## config.mk

```make
export PLATFORM = sky130hd
export DESIGN_NAME = branch_ctrl
export DESIGN_NICKNAME = d
export VERILOG_FILES = /design/src/rtl/branch_pkg.sv /design/src/rtl/bht_table.sv /design/src/rtl/branch_ctrl.sv
export SDC_FILE = /design/constraint.sdc
export NUM_CORES = 1
export LEC_CHECK = 0
export CAP_MARGIN = 20
export CORE_UTILIZATION = 49
export DETAILED_ROUTE_END_ITERATION = 6
export PLACE_DENSITY = 0.76
export SLEW_MARGIN = 20
export SYNTH_ARGS = -nofsm -noshare
export SYNTH_HDL_FRONTEND = slang
export SYNTH_SLANG_ARGS = --single-unit
```

## constraint.sdc

```tcl
create_clock -name clk -period 8.15 [get_ports clk]
set_input_delay 1.63 -clock clk [delete_from_list [all_inputs] [get_ports clk]]
set_output_delay 1.63 -clock clk [all_outputs]
set_load 0.005 [all_outputs]
```

## src/rtl/branch_pkg.sv

```systemverilog
// Shared types and helpers for the branch predictor: 2-bit counter encoding
// and the saturating counter update rule.
package branch_pkg;

   typedef logic [1:0] bht_cnt_t;

   localparam bht_cnt_t BHT_SNT = 2'd0;
   localparam bht_cnt_t BHT_WNT = 2'd1;
   localparam bht_cnt_t BHT_WT  = 2'd2;
   localparam bht_cnt_t BHT_ST  = 2'd3;

   function automatic bht_cnt_t sat_update(input bht_cnt_t cnt, input logic taken);
      bht_cnt_t res;
      res = cnt;
      if (taken) begin
         if (cnt != BHT_ST) res = cnt + 2'd1;
      end else begin
         if (cnt != BHT_SNT) res = cnt - 2'd1;
      end
      return res;
   endfunction

endpackage

```

## src/rtl/bht_table.sv

```systemverilog
// Branch history table: array of 2-bit saturating counters with one
// combinational read port (ID lookup) and one clocked write port (EX update).
module bht_table
   import branch_pkg::*;
#(
   parameter int ENTRIES = 64,
   parameter int IDX_W   = $clog2(ENTRIES)
) (
   input  logic             clk,
   input  logic             rst_n,
   input  logic [IDX_W-1:0] rd_idx_i,
   output bht_cnt_t         rd_cnt_o,
   input  logic             wr_en_i,
   input  logic [IDX_W-1:0] wr_idx_i,
   input  logic             wr_taken_i
);

   bht_cnt_t cnt_q [ENTRIES];
   bht_cnt_t wr_cnt_d;

   // No bypass: a same-cycle read at the write index returns the old counter.
   assign rd_cnt_o = cnt_q[rd_idx_i];
   assign wr_cnt_d = sat_update(cnt_q[wr_idx_i], wr_taken_i);

   always_ff @(posedge clk or negedge rst_n) begin
      if (!rst_n) begin
         for (int i = 0; i < ENTRIES; i++) cnt_q[i] <= BHT_WNT;
      end else if (wr_en_i) begin
         cnt_q[wr_idx_i] <= wr_cnt_d;
      end
   end

endmodule

```

## src/rtl/branch_ctrl.sv

```systemverilog
// Branch prediction and redirect controller: predicts in ID from the BHT,
// resolves in EX, drives fetch redirects/flushes and keeps branch statistics.
module branch_ctrl
   import branch_pkg::*;
#(
   parameter int XLEN        = 32,
   parameter int BHT_ENTRIES = 64
) (
   input  logic            clk,
   input  logic            rst_n,
   input  logic            id_valid,
   input  logic            id_branch,
   input  logic            id_stall,
   input  logic [XLEN-1:0] id_pc,
   input  logic [XLEN-1:0] id_imm,
   output logic            id_pred_taken,
   input  logic            ex_valid,
   input  logic            ex_branch,
   input  logic            ex_pred_taken,
   input  logic            ex_take_branch,
   input  logic [XLEN-1:0] ex_pc,
   input  logic [XLEN-1:0] ex_target,
   output logic            redirect_valid,
   output logic [XLEN-1:0] redirect_pc,
   output logic            flush_if_id,
   output logic            flush_id_ex,
   output logic [31:0]     branch_cnt,
   output logic [31:0]     mispredict_cnt
);

   localparam int IDX_W = $clog2(BHT_ENTRIES);

   logic [IDX_W-1:0] id_idx;
   logic [IDX_W-1:0] ex_idx;
   bht_cnt_t         id_cnt;
   logic             ex_resolve;
   logic             mispredict;
   logic             id_redirect;
   logic [31:0]      branch_cnt_q,     branch_cnt_d;
   logic [31:0]      mispredict_cnt_q, mispredict_cnt_d;

   assign id_idx = id_pc[IDX_W+1:2];
   assign ex_idx = ex_pc[IDX_W+1:2];

   bht_table #(
      .ENTRIES (BHT_ENTRIES),
      .IDX_W   (IDX_W)
   ) u_bht (
      .clk        (clk),
      .rst_n      (rst_n),
      .rd_idx_i   (id_idx),
      .rd_cnt_o   (id_cnt),
      .wr_en_i    (ex_resolve),
      .wr_idx_i   (ex_idx),
      .wr_taken_i (ex_take_branch)
   );

   assign id_pred_taken = id_valid & id_branch & id_cnt[1];
   assign ex_resolve    = ex_valid & ex_branch;
   assign mispredict    = ex_resolve & (ex_take_branch ^ ex_pred_taken);
   // A stalled ID instruction redirects only in the cycle it leaves ID.
   assign id_redirect   = id_pred_taken & ~id_stall;

   always_comb begin
      redirect_valid = 1'b0;
      redirect_pc    = '0;
      flush_if_id    = 1'b0;
      flush_id_ex    = 1'b0;
      // The EX mispredict wins; flushing ID/EX drops the younger ID prediction.
      if (mispredict) begin
         redirect_valid = 1'b1;
         redirect_pc    = ex_take_branch ? ex_target : ex_pc + XLEN'(4);
         flush_if_id    = 1'b1;
         flush_id_ex    = 1'b1;
      end else if (id_redirect) begin
         redirect_valid = 1'b1;
         redirect_pc    = id_pc + id_imm;
         flush_if_id    = 1'b1;
      end
   end

   always_comb begin
      branch_cnt_d     = branch_cnt_q;
      mispredict_cnt_d = mispredict_cnt_q;
      if (ex_resolve && branch_cnt_q != 32'hFFFF_FFFF)
         branch_cnt_d = branch_cnt_q + 32'd1;
      if (mispredict && mispredict_cnt_q != 32'hFFFF_FFFF)
         mispredict_cnt_d = mispredict_cnt_q + 32'd1;
   end

   always_ff @(posedge clk or negedge rst_n) begin
      if (!rst_n) begin
         branch_cnt_q     <= '0;
         mispredict_cnt_q <= '0;
      end else begin
         branch_cnt_q     <= branch_cnt_d;
         mispredict_cnt_q <= mispredict_cnt_d;
      end
   end

   assign branch_cnt     = branch_cnt_q;
   assign mispredict_cnt = mispredict_cnt_q;

endmodule

```

# Yosys cells after proc, flatten, opt, wreduce, memory -nomap -nowiden
# Cells that the tools add are included.
[classes] add_sub_neg=6 order_cmp=3 n_eq_ne=3 mux=18 bitwise_logic=9 n_reduce_logical=4
[op_table] operator="$bwmux 128" n=1
[op_table] operator="$mux 32" n=3
[op_table] operator="$add 32x1->32 const B" n=2
[op_table] operator="$ne 32x32->1 const B" n=2
[op_table] operator="$add 32x3->32 const B" n=1
[op_table] operator="$add 32x32->32" n=1
[op_table] operator="$bmux 2 s6" n=2
[op_table] operator="$mux 2" n=8
[op_table] operator="$ge 7x7->1 const B" n=2
[op_table] operator="$not 6->7" n=2
[op_table] operator="$demux 2 s6" n=1
[op_table] operator="$lt 7x1->1 const B" n=1
[op_table] operator="$and 1x1->1" n=5
[op_table] operator="$logic_and 1x1->1" n=3
[op_table] operator="$mux 1" n=3
[op_table] operator="$add 2x1->2 const B" n=1
[op_table] operator="$ne 2x2->1 const B" n=1
[op_table] operator="$reduce_bool 2->1" n=1
[op_table] operator="$sub 2x1->2 const B" n=1
[op_table] operator="$not 1->1" n=1
[op_table] operator="$xor 1x1->1" n=1
[word_totals] register_bits=192 input_bits=137 output_inout_bits=100 word_cells=109

# Longest topological paths before layout
# Gate-level depths: netlist (run 1).
[logic_depth] ltp_word=8 mapped_depth=13 ltp_nobuf=12

# Hierarchy
# From an unflattened synthesis (run 1), not the netlist that was laid out.
[hier_totals] cells_unflattened=1397 hier_area_um2=13255.2
[modules_own_cells] mod="bht_table" instances=1 cells_per_inst=674 area_per_inst_um2=7358.3 seq_area_each_um2=3283.1
[modules_own_cells] mod="branch_ctrl" instances=1 cells_per_inst=723 area_per_inst_um2=5896.9 seq_area_each_um2=1601.5

# Worst setup path after synthesis (run 1)
# OpenSTA, ideal clock, no wires.
[synth_timing] path_type="input to output" from="input id_pc[3]" to="output redirect_pc[12]" t_arrival_ns=3.998 required_ns=6.520 setup_slack_ns=2.522 path_stages=11 path_buffers=3 path_cell_list="clkbuf_1 -> buf_2 -> mux4_2 -> mux2_2 -> a22o_1 -> a211oi_1 -> a21oi_1 -> and4b_1 -> nand2_1 -> clkbuf_1 -> o22ai_1"
[synth_between] elab_chain_len=8 elab_cells_between_ends=9 classes_between="add/sub (1); mux (5); bitwise (3)"
[synth_lines] item="start: declaration" line="branch_ctrl.sv:14" rtl="input logic [XLEN-1:0] id_pc,"
[synth_lines] item="$not 6->7 (not written as such)" line="bht_table.sv:22" rtl="assign rd_cnt_o = cnt_q[rd_idx_i];"
[synth_lines] item="$bmux 2 s6" line="bht_table.sv:22"
[synth_lines] item="$mux 2 (not written as such) (2 in a row)" line="bht_table.sv:22"
[synth_lines] item="$and 1x1->1" line="branch_ctrl.sv:58" rtl="assign id_pred_taken = id_valid & id_branch & id_cnt[1];"
[synth_lines] item="$and 1x1->1" line="branch_ctrl.sv:62" rtl="assign id_redirect = id_pred_taken & ~id_stall;"
[synth_lines] item="$mux 32 *" line="branch_ctrl.sv:75" rtl="end else if (id_redirect) begin"
[synth_lines] item="$mux 32 *" line="branch_ctrl.sv:70" rtl="if (mispredict) begin"
[synth_lines] item="end: declaration" line="branch_ctrl.sv:24" rtl="output logic [XLEN-1:0] redirect_pc,"
# Mark *: on every way between the ends. The rest lies on a longest branch, timed or not. The select of a mux whose other input is x is not followed.

# Worst setup path in the final report (run 1)
[layout_timing] from="input id_pc[4]" to="output redirect_pc[31]"
# Same word-level chain as after synthesis.

==> metrics.csv, run 1 <==
stage;metric;value;unit
layout;area grow syn2layout;24.2;%
floorplanning;chip width;162;um
detailed_routing;Initial DRT Pass Iterations;5;
power_and_ir_drop;P_sw;700;uW
floorplanning;# rows;58;
yosys;mux share of post-synthesis cell area;0.197;
detailed_routing;DR vias/cell;6.05;
power_and_ir_drop;Power, Total;2420;uW
clocking;Hold Buf Count CTS;0;
yosys;Synth Area in Compound Gates;0.112;
worst_setup_path;crit path DAT;5.87;ns
worst_setup_path;CP startpoint kind;input port;
detailed_routing;WL final;37.3;mm
clocking;CTS sink count;192;
yosys;Seq cells post-synth;192;
sta;Tcrit/Tclk final;0.921;
worst_setup_path;crit path kind;in -> out;
clocking;H-tree depth;4;
power_and_ir_drop;switching share of total power;0.289;
global_routing;largest net degree at the start of global routing;83;
yosys;synthesized area per cell;10.2;sq um
min_path;hold path depth;1;
yosys;mapped cell area;12500;sq um
power_and_ir_drop;Clock Power Share;0.317;
floorplanning;DIE AREA;26200;sq um
floorplanning;DIE HEIGHT;162;um
worst_setup_path;CP required;6.52;ns
global_routing;first-pass GRT wire length;58.4;mm
yosys;fraction of registers with async set/reset;1.00;
yosys;Seq/Total Area, Yosys;0.390;
layout;number of diodes;0;
clocking;CTS resizes;0;
global_routing;grt ovf;0;
worst_setup_path;crit path capture type;output port;
floorplanning;number of I/O pins;237;
sta;relative slew slack;0.387;
detailed_routing;WL/cell;21.0;um
power_and_ir_drop;sequential share of power;0.454;
sta;Final Hold Fails;0;
power_and_ir_drop;Leak;0.00641;uW
yosys;Mapped Cells;1226;
clocking;clock latency on the worst-skew pair;0.43;ns
layout;most frequent cells in the layout;clkdlybuf4s50_1 (232), mux2_2 (140), dfrtp_1 (128);
status;outcome;finished clean;
clocking;clk buf depth;2;
yosys;Yosys warning total;0;
layout;commonest non-fill, non-tap cell in the layout;clkdlybuf4s50_1;
floorplanning;Initial Util;0.498;
global_routing;vias in the first global route;10600;
sta;Slew @ Worst Pin;0.916;ns
clocking;clock slew at reported path FFs;0.08;ns
yosys;xor and xnor area share after synthesis;0.0798;
yosys;Post-synth EDFFs;0;
yosys;area leader, netlist;dfrtp_1;
yosys;simple-gate share of the synthesized area;0.148;
sta;Pins Over Slew Limit;0;
yosys;Post-Synth Adder-Cell Area;0.0378;
power_and_ir_drop;Pint;1720;uW
yosys;Synth top area share;0.256;
global_routing;Overall Global Routing Usage;0.285;
placed_design;IO buf count;236;
power_and_ir_drop;Worst VDD drop;0.156;mV
sta;skew final;0.0108;ns
run;# Max-Cap Violations;0;
layout;share of layout cells above drive strength 1;0.201;
yosys;ys flop type;dfrtp_1;
worst_setup_path;CP max FO;10;
floorplanning;core area;25100;sq um
power_and_ir_drop;combinational power share;0.229;
detailed_routing;remaining routing DRC violations;0;
worst_setup_path;Reg2Reg Depth;9;
clocking;CTS tree;built;
detailed_routing;DR vias;10700;
placed_design;global placer's final weighted congestion;0.987;
clocking;root buffer cell;clkbuf_16;
sta;post-layout min period;7.50;ns
global_routing;antenna violations before repair;0;
yosys;synth unique cells;61;
sta;setup TNS;0;ns
placed_design;Final HPWL DP;27.0;mm
clocking;Num CTS Buffers;17;
layout;final net count;1605;
sta;unrepaired setup endpoints after global routing;no;
sta;setup violators final;0;
min_path;Worst Hold Class;reg -> reg;
yosys;syn nets;1398;
clocking;Post-CTS Setup Inserts;0;
sta;Fmax achieved;133;MHz
power_and_ir_drop;pwr dens;156;nW/um^2
yosys;synth top area cells;dfrtp_1 (26%), dfstp_2 (13%), mux2_2 (13%);
detailed_routing;ANT nets after route;0;
yosys;main combinational cell family by area after synthesis;multiplexers;
detailed_routing;DR iter-0 viols;858;
[flip-flops by register name (all words and copies together), names as in the netlist]
register	cells
mispredict_cnt	32
branch_cnt	32
u_bht.cnt_q	128
[worst paths after layout]
| check | start | slack, ns | endpoint |
|---|---|---|---|
| worst max-delay path | id_pc[4] | 0.65 | redirect_pc[31] |
| worst min-delay path | branch_cnt[20] | 0.49 | branch_cnt[20] |
| worst max register to register | u_bht.cnt_q[17] | 5.00 | u_bht.cnt_q[73] |
| worst min register to register | branch_cnt[20] | 0.49 | branch_cnt[20] |
| max in group asynchronous | rst_n | 5.86 | mispredict_cnt[12] |
| min in group asynchronous | rst_n | 1.14 | u_bht.cnt_q[55] |
[Yosys cell counts (all sizes together) (33+ instances only)]
cell   count
mux2     142
dfrtp    128
nor2     126
nand2    100
xnor2     74
dfstp     64
a21oi     63
nand3     44
xor2      40
ha        34
buf       33
o22ai     33
[kinds of logic after synthesis]
group	count (synthesis)
xor gates and xnor gates	114
muxes	193
adders and majority gates	37
AOI/OAI and AO/OA	220
buffers and inverters	80
DFF	192
and+or+nand+nor	390
[area by class of cell]
class / instances / area [sq um]
multi-input combinational: 954 / 7180
tap: 330 / 413
inverter: 18 / 67.6
clock buffer: 21 / 450
clock inverter: 11 / 85.1
fill: 2115 / 9570
sequential: 192 / 4880
timing repair buffer: 250 / 2460
[through the flow]
step                      worst slack (ns)  area, sq um  hold slack (ns)  std cells   util
after floorplan                       2.52        12500            0.480       1226      -
after global placement               0.847        15000            0.476       1744  0.598
after detailed placement             0.686        15000            0.485       1744  0.598
after CTS                            0.691        15500            0.495       1776  0.619
after global routing                 0.344        15500            0.515       1776  0.619
final                                0.647        15500            0.494       1776  0.619
[worst max-delay path: stages]
cell and delay [ns]:
clkdlybuf4s50_1 0.82, ha_1 0.38, a21oi_1 0.24, o21ai_0 0.21, a31oi_1 0.37, a211oi_1 0.17, o31ai_1 0.66, o31ai_1 0.22
a211oi_1 0.37, xnor2_1 0.12, o22ai_1 0.14, clkdlybuf4s50_1 0.54
[power by group through the flow]
stage	Clock [uW]	Sequential (uW)	Combinational (uW)
floorplan	0	1100	313
detailed placement	0	1110	548
global route	825	1110	596
global placement	0	1110	543
finish	767	1100	553
CTS	787	1100	551
[routing by layer]
metal	track usage	share of wire	vias up
met5	0	0	-
met2	0.469	0.47	516
met4	0.126	0.037	0
li1	-	-	4887
met1	0.365	0.41	5244
met3	0.0567	0.078	92
No activity file was read; power rests on OpenSTA's default activity.
==> run 2: changes to the inputs <==
Settings changed: CORE_UTILIZATION 49 to 45, PLACE_DENSITY 0.76 to 0.71.
==> run 2 against run 1 <==
Effect of this change: clock skew rose by 0.0025 ns; largest cell class unchanged; count of clock-buffer cells in the layout shrank 3; cell area is 0.43% higher; setup slack gained 0.091 ns; highest routed layer is now met5; non-clock buffer count is the same; die area up 8.8%; utilization down 4.3 points; first-iteration DRC count grew 6.5%.
==> metrics.csv, run 2 (same netlist as run 1, synthesis figures left out) <==
stage;metric;value;unit;change
min_path;Worst Hold Class;reg -> reg;;
worst_setup_path;CP max FO;10;;unchanged
min_path;Hold Path Origin;branch_cnt[11];;
layout;number of diodes;0;;unchanged
detailed_routing;WL final;37.1;mm;-0.45%
detailed_routing;remaining routing DRC violations;0;;unchanged
clocking;clk buf depth;2;;unchanged
placed_design;placed cell areas;15100;sq um;+0.35%
clocking;root buffer cell;clkbuf_16;;
worst_setup_path;Reg2Reg Depth;9;;unchanged
sta;setup violators final;0;;unchanged
floorplanning;DIE AREA;28500;sq um;+8.8%
detailed_routing;DR vias;10600;;-1.6%
layout;Final Util;0.576;;-0.0430
sta;skew final;0.0133;ns;+0.00251 ns
floorplanning;Initial Util;0.462;;-0.0366
run;# Max-Cap Violations;0;;unchanged
detailed_routing;DR iter-0 viols;914;;+6.5%
layout;post-route insts no fill;1818;;+2.4%
status;outcome;finished clean;;
layout;most frequent cells in the layout;clkdlybuf4s50_1 (232), mux2_2 (140), dfrtp_1 (128);;
sta;Tcrit/Tclk final;0.909;;-0.0112
clocking;Hold Buf Count CTS;0;;unchanged
power_and_ir_drop;Power, Total;2440;uW;+0.79%
clocking;Num CTS Buffers;17;;unchanged
power_and_ir_drop;Leak;0.00642;uW;about the same
power_and_ir_drop;pwr dens;156;nW/um^2;+0.36%
sta;Final Hold Fails;0;;unchanged
power_and_ir_drop;Worst VDD drop;0.149;mV;-4.3%
layout;final instance area;15600;sq um;+0.43%
placed_design;Final HPWL DP;26.7;mm;-1.2%
clocking;H-tree depth;4;;unchanged
layout;commonest non-fill, non-tap cell in the layout;clkdlybuf4s50_1;;
detailed_routing;ANT nets after route;0;;unchanged
global_routing;antenna violations before repair;1;;+1
floorplanning;core area;27100;sq um;+7.9%
worst_setup_path;crit path capture type;output port;;
placed_design;global placer's final weighted congestion;0.943;;-4.4%
sta;post-layout min period;7.41;ns;-0.0911 ns
layout;final net count;1605;;unchanged
worst_setup_path;CP startpoint kind;input port;;
global_routing;Overall Global Routing Usage;0.261;;-0.0246
sta;Fmax achieved;135;MHz;+1.2%
detailed_routing;WL/cell;20.4;um;-2.8%
worst_setup_path;R2R Setup Slk;4.97;ns;-0.03 ns
detailed_routing;DR vias/cell;5.81;;-3.9%
clocking;clock slew at reported path FFs;0.08;ns;about the same
global_routing;grt ovf;0;;unchanged
worst_setup_path;CP required;6.52;ns;about the same
placed_design;placed instance count;1786;;+2.4%
worst_setup_path;r2r startpoint;u_bht.cnt_q[17];;
clocking;Post-CTS Setup Inserts;0;;unchanged
layout;share of layout cells above drive strength 1;0.203;;+0.00138
clocking;clock latency on the worst-skew pair;0.44;ns;about the same
clocking;CTS resizes;0;;unchanged
sta;relative slew slack;0.344;;-0.0433
placed_design;IO buf count;236;;unchanged
global_routing;first-pass GRT wire length;58.2;mm;-0.30%
layout;area grow syn2layout;24.7;%;
worst_setup_path;RR Endpoint;u_bht.cnt_q[59];;
floorplanning;# rows;60;;+3.4%
clocking;CTS tree;built;;
worst_setup_path;crit path DAT;5.78;ns;-0.09 ns
min_path;hold path depth;1;;unchanged
sta;unrepaired setup endpoints after global routing;no;;
sta;setup TNS;0;ns;unchanged
worst_setup_path;crit path kind;in -> out;;
floorplanning;chip width;169;um;+4.3%
layout;Largest register FFs;128;;unchanged
floorplanning;number of I/O pins;237;;unchanged
detailed_routing;Initial DRT Pass Iterations;6;;+1
global_routing;largest net degree at the start of global routing;96;;+16%
min_path;WHS Endpoint;branch_cnt[11];;
global_routing;vias in the first global route;10600;;+0.45%
layout;Reg with most FFs;u_bht.cnt_q;;
sta;Slew @ Worst Pin;0.981;ns;+0.0648 ns
floorplanning;DIE HEIGHT;169;um;+4.3%
sta;Pins Over Slew Limit;0;;unchanged
clocking;CTS sink count;192;;unchanged
[run 2: critical path, cell delays in order]
cell and delay, ns:
clkdlybuf4s50_1 0.81, ha_1 0.37, a21oi_1 0.23, o21ai_0 0.19
a31oi_1 0.38, a211oi_1 0.20, o31ai_1 0.64, o31ai_1 0.21
a211oi_1 0.31, xnor2_1 0.11, o22ai_1 0.15, clkdlybuf4s50_1 0.55
[run 2: power by group]
| group | switching [uW] | internal [uW] | leakage (uW) |
|---|---|---|---|
| Sequential | 59.4 | 1040 | 0.00242 |
| Clock | 393 | 401 | 0.000262 |
| Combinational | 269 | 279 | 0.00373 |
| Total | 721 | 1720 | 0.00642 |
[run 2: area by class of cell]
class                           instances  area, sq um
Tap cell                              372          465
Clock buffer                           18          429
Fill cell                            2367        11500
Sequential cell                       192         4880
Timing Repair Buffer                  250         2450
Multi-Input combinational cell        954         7180
Inverter                               18         67.6
Clock inverter                         14          124
[run 2: routing by layer]
| layer | vias to the layer above | GRT usage | share of wire |
|---|---|---|---|
| met1 | 5221 | 0.333 | 0.42 |
| met5 | - | 0 | 0.00035 |
| met4 | 2 | 0.0862 | 0.023 |
| met3 | 63 | 0.0575 | 0.072 |
| met2 | 405 | 0.437 | 0.48 |
| li1 | 4874 | - | - |
[run 2: how the worst max path moves through the flow]
stage | depth (start not counted) | slack (ns) | startpoint | endpoint
global route | 12 | 0.33 | id_pc[4] | redirect_pc[31]
finish | 12 | 0.74 | id_pc[4] | redirect_pc[31]
global placement | 12 | 0.86 | id_pc[4] | redirect_pc[31]
detailed placement | 12 | 0.77 | id_pc[4] | redirect_pc[31]
floorplan | 11 | 2.52 | id_pc[3] | redirect_pc[12]
CTS | 12 | 0.74 | id_pc[4] | redirect_pc[31]
[run 2: stage by stage]
step / setup slack (ns) / hold slack [ns]
6_report: 0.738 / 0.490
5_1_grt: 0.332 / 0.513
2_1_floorplan: 2.52 / 0.480
3_3_place_gp: 0.864 / 0.475
4_1_cts: 0.742 / 0.493
3_5_place_dp: 0.767 / 0.480
